File: config.mk
export PLATFORM = sky130hd
export DESIGN_NAME = alu_issue
export DESIGN_NICKNAME = d
export VERILOG_FILES = /design/src/rtl/alu_pkg.sv /design/src/rtl/alu_op_decode.sv /design/src/rtl/alu_issue.sv
export SDC_FILE = /design/constraint.sdc
export NUM_CORES = 1
export LEC_CHECK = 0
export BUFFER_PORTS_ARGS = -buffer_cell sky130_fd_sc_hd__buf_2
export CORE_MARGIN = 2
export CORE_UTILIZATION = 45
export CTS_CLUSTER_SIZE = 12
export DETAILED_ROUTE_END_ITERATION = 6
export PLACE_DENSITY_LB_ADDON = 0.1
export SLEW_MARGIN = 20
export SYNTH_ARGS = -nofsm -noshare
export SYNTH_HDL_FRONTEND = slang
export SYNTH_HIERARCHICAL = 1
export SYNTH_SLANG_ARGS = --single-unit
File: constraint.sdc
create_clock -name clk -period 4.5 [get_ports clk]
set_input_delay 0.225 -clock clk [delete_from_list [all_inputs] [get_ports clk]]
set_output_delay 0.225 -clock clk [all_outputs]
set_load 0.02 [all_outputs]
File: src/rtl/alu_pkg.sv
// alu_pkg: shared definitions for the EX-stage ALU issue path.
//   - ALU control codes driven on the ALU control/A/B interface
//   - MIPS opcode and R-type funct constants understood by the decoder
//   - alu_entry_t: one decoded, issue-ready ALU operation
//   - buf_state_e: occupancy state of the two-entry issue skid buffer
package alu_pkg;

    // Operand width carried in alu_entry_t; the top-level W must match this.
    localparam int ALU_W = 32;

    // ALU control codes
    localparam logic [2:0] ALU_AND = 3'b000;
    localparam logic [2:0] ALU_OR  = 3'b001;
    localparam logic [2:0] ALU_ADD = 3'b010;
    localparam logic [2:0] ALU_SUB = 3'b110;
    localparam logic [2:0] ALU_SLT = 3'b111;

    // Opcodes (instruction [31:26])
    localparam logic [5:0] OP_RTYPE = 6'b000000;
    localparam logic [5:0] OP_BEQ   = 6'b000100;
    localparam logic [5:0] OP_ADDI  = 6'b001000;
    localparam logic [5:0] OP_SLTI  = 6'b001010;
    localparam logic [5:0] OP_ANDI  = 6'b001100;
    localparam logic [5:0] OP_ORI   = 6'b001101;
    localparam logic [5:0] OP_LW    = 6'b100011;
    localparam logic [5:0] OP_SW    = 6'b101011;

    // R-type funct codes (instruction [5:0])
    localparam logic [5:0] FN_ADD = 6'b100000;
    localparam logic [5:0] FN_SUB = 6'b100010;
    localparam logic [5:0] FN_AND = 6'b100100;
    localparam logic [5:0] FN_OR  = 6'b100101;
    localparam logic [5:0] FN_SLT = 6'b101010;

    typedef struct packed {
        logic [2:0]       control;
        logic [ALU_W-1:0] a;
        logic [ALU_W-1:0] b;
        logic [4:0]       dest_idx;
        logic             dest_we;
    } alu_entry_t;

    typedef enum logic [1:0] {
        ST_EMPTY = 2'd0,
        ST_ONE   = 2'd1,
        ST_TWO   = 2'd2
    } buf_state_e;

endpackage

File: src/rtl/alu_op_decode.sv
// alu_op_decode: combinational decode of opcode/funct/immediate into an
// ALU issue entry.
// Ports:
//   opcode, funct     - instruction fields [31:26] and [5:0]
//   rs_data, rt_data  - register operand values
//   imm16             - instruction [15:0]
//   rt_idx, rd_idx    - register indices used for the writeback target
//   entry             - decoded control code, operands and writeback info
//   illegal           - opcode (or R-type funct) is not supported
module alu_op_decode
    import alu_pkg::*;
(
    input  logic [5:0]       opcode,
    input  logic [5:0]       funct,
    input  logic [ALU_W-1:0] rs_data,
    input  logic [ALU_W-1:0] rt_data,
    input  logic [15:0]      imm16,
    input  logic [4:0]       rt_idx,
    input  logic [4:0]       rd_idx,
    output alu_entry_t       entry,
    output logic             illegal
);

    logic [ALU_W-1:0] imm_sext;
    logic [ALU_W-1:0] imm_zext;

    assign imm_sext = {{(ALU_W-16){imm16[15]}}, imm16};
    assign imm_zext = {{(ALU_W-16){1'b0}}, imm16};

    always_comb begin
        // Operand A is always rs; non-writing ops leave dest_idx at 0.
        entry          = '0;
        entry.a        = rs_data;
        illegal        = 1'b0;

        case (opcode)
            OP_RTYPE: begin
                entry.b        = rt_data;
                entry.dest_idx = rd_idx;
                entry.dest_we  = 1'b1;
                case (funct)
                    FN_ADD:  entry.control = ALU_ADD;
                    FN_SUB:  entry.control = ALU_SUB;
                    FN_AND:  entry.control = ALU_AND;
                    FN_OR:   entry.control = ALU_OR;
                    FN_SLT:  entry.control = ALU_SLT;
                    default: illegal = 1'b1;
                endcase
            end
            OP_ADDI, OP_LW: begin
                entry.control  = ALU_ADD;
                entry.b        = imm_sext;
                entry.dest_idx = rt_idx;
                entry.dest_we  = 1'b1;
            end
            OP_SLTI: begin
                entry.control  = ALU_SLT;
                entry.b        = imm_sext;
                entry.dest_idx = rt_idx;
                entry.dest_we  = 1'b1;
            end
            OP_ANDI: begin
                entry.control  = ALU_AND;
                entry.b        = imm_zext;
                entry.dest_idx = rt_idx;
                entry.dest_we  = 1'b1;
            end
            OP_ORI: begin
                entry.control  = ALU_OR;
                entry.b        = imm_zext;
                entry.dest_idx = rt_idx;
                entry.dest_we  = 1'b1;
            end
            OP_SW: begin
                // Address generation only; the store itself writes no register.
                entry.control = ALU_ADD;
                entry.b       = imm_sext;
            end
            OP_BEQ: begin
                entry.control = ALU_SUB;
                entry.b       = rt_data;
            end
            default: illegal = 1'b1;
        endcase
    end

endmodule

File: src/rtl/alu_issue.sv
// alu_issue: EX-stage issue buffer. Decodes incoming instructions into ALU
// control/operands and holds them in a two-entry skid buffer.
//
// Handshake (both sides): a transfer happens on a rising edge where valid
// and ready are both high. out_valid and the alu_*/dest_* payload are
// registered and stay stable while out_valid=1 and out_ready=0. in_ready
// is registered (state != TWO), so no ready path crosses this block
// combinationally.
//
// Ports:
//   clk, rst_n                 - clock, synchronous active-low reset
//   in_valid / in_ready        - upstream handshake
//   opcode, funct, imm16       - instruction fields
//   rs_data, rt_data           - register operand values
//   rt_idx, rd_idx             - register indices
//   flush                      - drop all buffered entries and any same-cycle input
//   out_valid / out_ready      - downstream handshake
//   alu_control, alu_a, alu_b  - ALU control code and operands
//   dest_idx, dest_we          - writeback register and enable
//   illegal_cnt                - saturating count of rejected instructions
module alu_issue
    import alu_pkg::*;
#(
    parameter int W     = ALU_W,
    parameter int CNT_W = 8
) (
    input  logic             clk,
    input  logic             rst_n,
    input  logic             in_valid,
    output logic             in_ready,
    input  logic [5:0]       opcode,
    input  logic [5:0]       funct,
    input  logic [W-1:0]     rs_data,
    input  logic [W-1:0]     rt_data,
    input  logic [15:0]      imm16,
    input  logic [4:0]       rt_idx,
    input  logic [4:0]       rd_idx,
    input  logic             flush,
    output logic             out_valid,
    input  logic             out_ready,
    output logic [2:0]       alu_control,
    output logic [W-1:0]     alu_a,
    output logic [W-1:0]     alu_b,
    output logic [4:0]       dest_idx,
    output logic             dest_we,
    output logic [CNT_W-1:0] illegal_cnt
);

    buf_state_e       state_q, state_d;
    alu_entry_t       out_q;      // oldest entry, drives the ALU
    alu_entry_t       skid_q;     // second entry, valid only in ST_TWO
    alu_entry_t       dec_entry;
    logic             dec_illegal;
    logic             out_valid_q;
    logic             in_ready_q;
    logic [CNT_W-1:0] cnt_q;

    logic accept;      // upstream handshake completes
    logic take;        // accepted, legal and not flushed: enqueue
    logic drain;       // downstream handshake completes
    logic load_new;    // out_q <= decoded input
    logic load_skid;   // skid_q <= decoded input
    logic promote;     // out_q <= skid_q
    logic cnt_inc;

    alu_op_decode u_decode (
        .opcode  (opcode),
        .funct   (funct),
        .rs_data (rs_data),
        .rt_data (rt_data),
        .imm16   (imm16),
        .rt_idx  (rt_idx),
        .rd_idx  (rd_idx),
        .entry   (dec_entry),
        .illegal (dec_illegal)
    );

    assign accept  = in_valid && in_ready_q;
    assign take    = accept && !dec_illegal && !flush;
    assign drain   = out_valid_q && out_ready;
    // A flushed input is discarded outright, so it is never counted.
    assign cnt_inc = accept && dec_illegal && !flush && (cnt_q != {CNT_W{1'b1}});

    always_comb begin
        state_d   = state_q;
        load_new  = 1'b0;
        load_skid = 1'b0;
        promote   = 1'b0;

        if (flush) begin
            state_d = ST_EMPTY;
        end else begin
            case (state_q)
                ST_EMPTY: begin
                    if (take) begin
                        state_d  = ST_ONE;
                        load_new = 1'b1;
                    end
                end
                ST_ONE: begin
                    case ({take, drain})
                        2'b10: begin
                            state_d   = ST_TWO;
                            load_skid = 1'b1;
                        end
                        2'b01: state_d = ST_EMPTY;
                        // Simultaneous accept and drain: the new entry
                        // replaces the departing one directly.
                        2'b11: load_new = 1'b1;
                        default: ;
                    endcase
                end
                ST_TWO: begin
                    // in_ready is low here, so only the drain side matters.
                    if (drain) begin
                        state_d = ST_ONE;
                        promote = 1'b1;
                    end
                end
                default: state_d = ST_EMPTY;
            endcase
        end
    end

    always_ff @(posedge clk) begin
        if (!rst_n) begin
            state_q     <= ST_EMPTY;
            out_valid_q <= 1'b0;
            in_ready_q  <= 1'b0;
            out_q       <= '0;
            skid_q      <= '0;
            cnt_q       <= '0;
        end else begin
            state_q     <= state_d;
            out_valid_q <= (state_d != ST_EMPTY);
            in_ready_q  <= (state_d != ST_TWO);
            if (load_new) begin
                out_q <= dec_entry;
            end else if (promote) begin
                out_q <= skid_q;
            end
            if (load_skid) begin
                skid_q <= dec_entry;
            end
            if (cnt_inc) begin
                cnt_q <= cnt_q + 1'b1;
            end
        end
    end

    assign in_ready    = in_ready_q;
    assign out_valid   = out_valid_q;
    assign alu_control = out_q.control;
    assign alu_a       = out_q.a;
    assign alu_b       = out_q.b;
    assign dest_idx    = out_q.dest_idx;
    assign dest_we     = out_q.dest_we;
    assign illegal_cnt = cnt_q;

endmodule

==> metrics.cfg <==
[cts]
clockRootBuffer=clkbuf_16
hold_buffers=0
clock_latency_ps=430
cts_setup_buffers=0
numCtsBuffers=17
clk_pin_slew_worst_paths_ps=60
clockBufferDepth=2
cts_sinks=158
post_cts_resized=0
cts_tree=yes
htreeDepth=4

[floorplan]
fp.coreArea_sq_mm=0.0163
die_w_microns=133
initial_core_util=0.455
die_h_microns=133
io_pins=190
dieArea_sq_mm=0.0176
num_rows=47

[logic_synthesis]
yosysUniqueCellTypes=54
ys_ff_latch=158
syn_nets=975
syn_area_per_cell_sq_um=8.61
synth-async-reset-ratio=0
synth_area_sq_mm=0.00744
seq_area_frac_synth=0.425
ys_warn_count=6
synth_edf_count=0
synth_ff_type=dfxtp_1
synth_cells=865

[layout]
fillCellCount=1674
drive_above_1_share=0.241
nNetsFinal=1088
stdcell_count=1208
syn_to_final_growth_pct=17.9
fin_area_sq_mm=0.00877

[timing]
rsz0062_at_grt=false
tns_ps=0
tightest_slew_ps=1060
finalCriticalPeriod_ps=2760
hold_viol_final=0
max_freq_mhz=362
min_period_over_period=0.614
fin_worst_skew_ps=6.04
setup_violations=0
slew_violations=0
holdWs_ps=50.5
relSlewSlack=0.293

[critical_path]
cp_max_fo=26
cp-start-kind=primary input
cp.arrival_ps=3120
worstSetupPathType=primary input to register
worstSetupEndpointType=register
cp.required_ps=4860

[drt]
wire_per_inst_microns=16.3
drtIter0Drc=484
wl_microns=19700
via_per_inst=5.34
firstDrtPassIters=5
final_antenna_net_count=0
drc=0
num_vias=6448

[pwr]
power.switching_uw=642
powerDensity_mw_per_mm2=337
sw_frac_of_total=0.218
p_int_mw=2.31
p_leak_nw=3.42
max-vdd-ir-drop_v=0.000270
clkPwrFrac=0.466
p_comb_frac=0.058
power_frac_seq=0.476

[hold_path]
worstHoldPathType=primary input to register

[grt]
antenna_found_initial=2
grt_pass1_wl_microns=31600
track_usage=0.223
grt_max_degree=81
gr-total-overflow=0
grt_pass1_vias=5893

[place]
place_inst=1179
dp_hpwl_microns=12600
gp_congestion=0.825
io_buffers=189
placedInstanceArea_sq_mm=0.00822

[status]
status=finished, final reports clean

[flow_run]
drv_cap=0

[cell usage after synthesis (all sizes together) (3+ instances only)]
library cell  number  share of area
a22oi             75          0.076
nor2b              6         0.0050
a21o              17          0.017
a21boi           147           0.15
inv                6         0.0030
nand2b            25          0.021
a21oi              3         0.0025
clkbuf            37          0.019
a211oi             4         0.0057
nand2            153          0.077
nor2               8         0.0044
dfxtp            158           0.42
buf               70          0.059
mux2i              3         0.0040
ha                 3         0.0050
a31oi              4         0.0034
nand3             79          0.053
o21ai              4         0.0032
o2bb2ai           21          0.025
nor4               4         0.0042
and2               5         0.0042
[per-layer routing]
layer / share of wire / GRT usage / up-vias
met2: 0.46 / 0.348 / 169
met4: 0.015 / 0.0741 / 4
met5: 0.0012 / 0 / -
met3: 0.059 / 0.0533 / 27
met1: 0.46 / 0.303 / 3000
li1: - / - / 3248
[area by class of cell]
cell class              count  area, sq um  share of cell area
multi-input cells         594         3720               0.424
flip-flops and latches    158         3160               0.360
repair buffers            201         1040               0.118
clock buffers              20          457              0.0520
well taps                 220          275              0.0314
clock inverters             8         93.8              0.0107
inverters                   6         22.5             0.00257
diodes                      1         2.50            0.000285
[critical path, cell delays in order]
cell and delay (ps):
buf_2 320, nor2_1 120, and2_1 240, a221o_1 400, nand3b_1 190, nor2_1 170
ha_1 160, and2_1 180, o21a_2 440, buf_4 360, a22oi_1 150, a21boi_1 160
[state kept, by name (all words and copies together), names as in the netlist]
register / cells
alu_a: 32
alu_b: 32
alu_control: 3
dest_idx: 5
dest_we: 1
illegal_cnt: 8
in_ready: 1
out_valid: 1
skid_q: 73
state_q: 2
[cell families (layout without fill, tap and decap cells)]
logic type	count (synthesis)	in the layout	share of synthesized area
simple gates	301	301	0.192
compound gates	284	284	0.290
flops	158	158	0.425
buf+inv	113	235	0.0807
fa+ha+maj	3	3	0.00504
xor+xnor	3	3	0.00353
mux	3	3	0.00403
other cells	0	1	0
[power by group through the flow]
stage	registers [mW]	clock network, mW	logic (mW)
2_1_floorplan	1.44	0	0.111
3_3_place_gp	1.44	0	0.171
3_5_place_dp	1.44	0	0.170
4_1_cts	1.41	1.41	0.171
5_1_grt	1.41	1.46	0.187
6_report	1.41	1.38	0.170
[per-stage QoR]
stage	worst slack [ps]	power, mW	utilization
after global routing	1470	3.06	0.537
after floorplan	1960	1.55	-
after CTS	1750	2.98	0.537
after detailed placement	1320	1.61	0.503
after global placement	1400	1.61	0.503
final	1740	2.95	0.537
[cell usage in the layout, fill, tap and decap left out, drive strengths merged, types with 2 or more instances in the layout]
cell	netlist	routed
nor4b	2	2
dfxtp	158	158
nor2b	6	6
nand4b	2	2
a22oi	75	75
nor2	8	8
nand2b	25	25
o21ai	4	4
o2bb2ai	21	21
a21boi	147	147
xor2	2	2
mux2i	3	3
a31oi	4	4
nand3b	2	2
o21a	2	2
clkbuf	37	20
bufinv	0	2
ha	3	3
buf	70	201
nor3b	2	2
nor3	2	2
o211ai	2	2
a21oi	3	3
or2	2	2
nand3	79	79
a21o	17	17
inv	6	6
and2	5	5
a211oi	4	4
nor4	4	4
clkinv	0	6
or3	2	2
nand2	153	153
[final timing paths]
check	start	slack, ps	cells after the start	to
max	opcode[4]	1740	12	alu_b[24]
min	rs_data[5]	50	3	skid_q[43]
max reg2reg	state_q[1]	2080	5	alu_b[24]
min reg2reg	skid_q[57]	450	2	skid_q[57]
(Power assumes the default switching activity.)
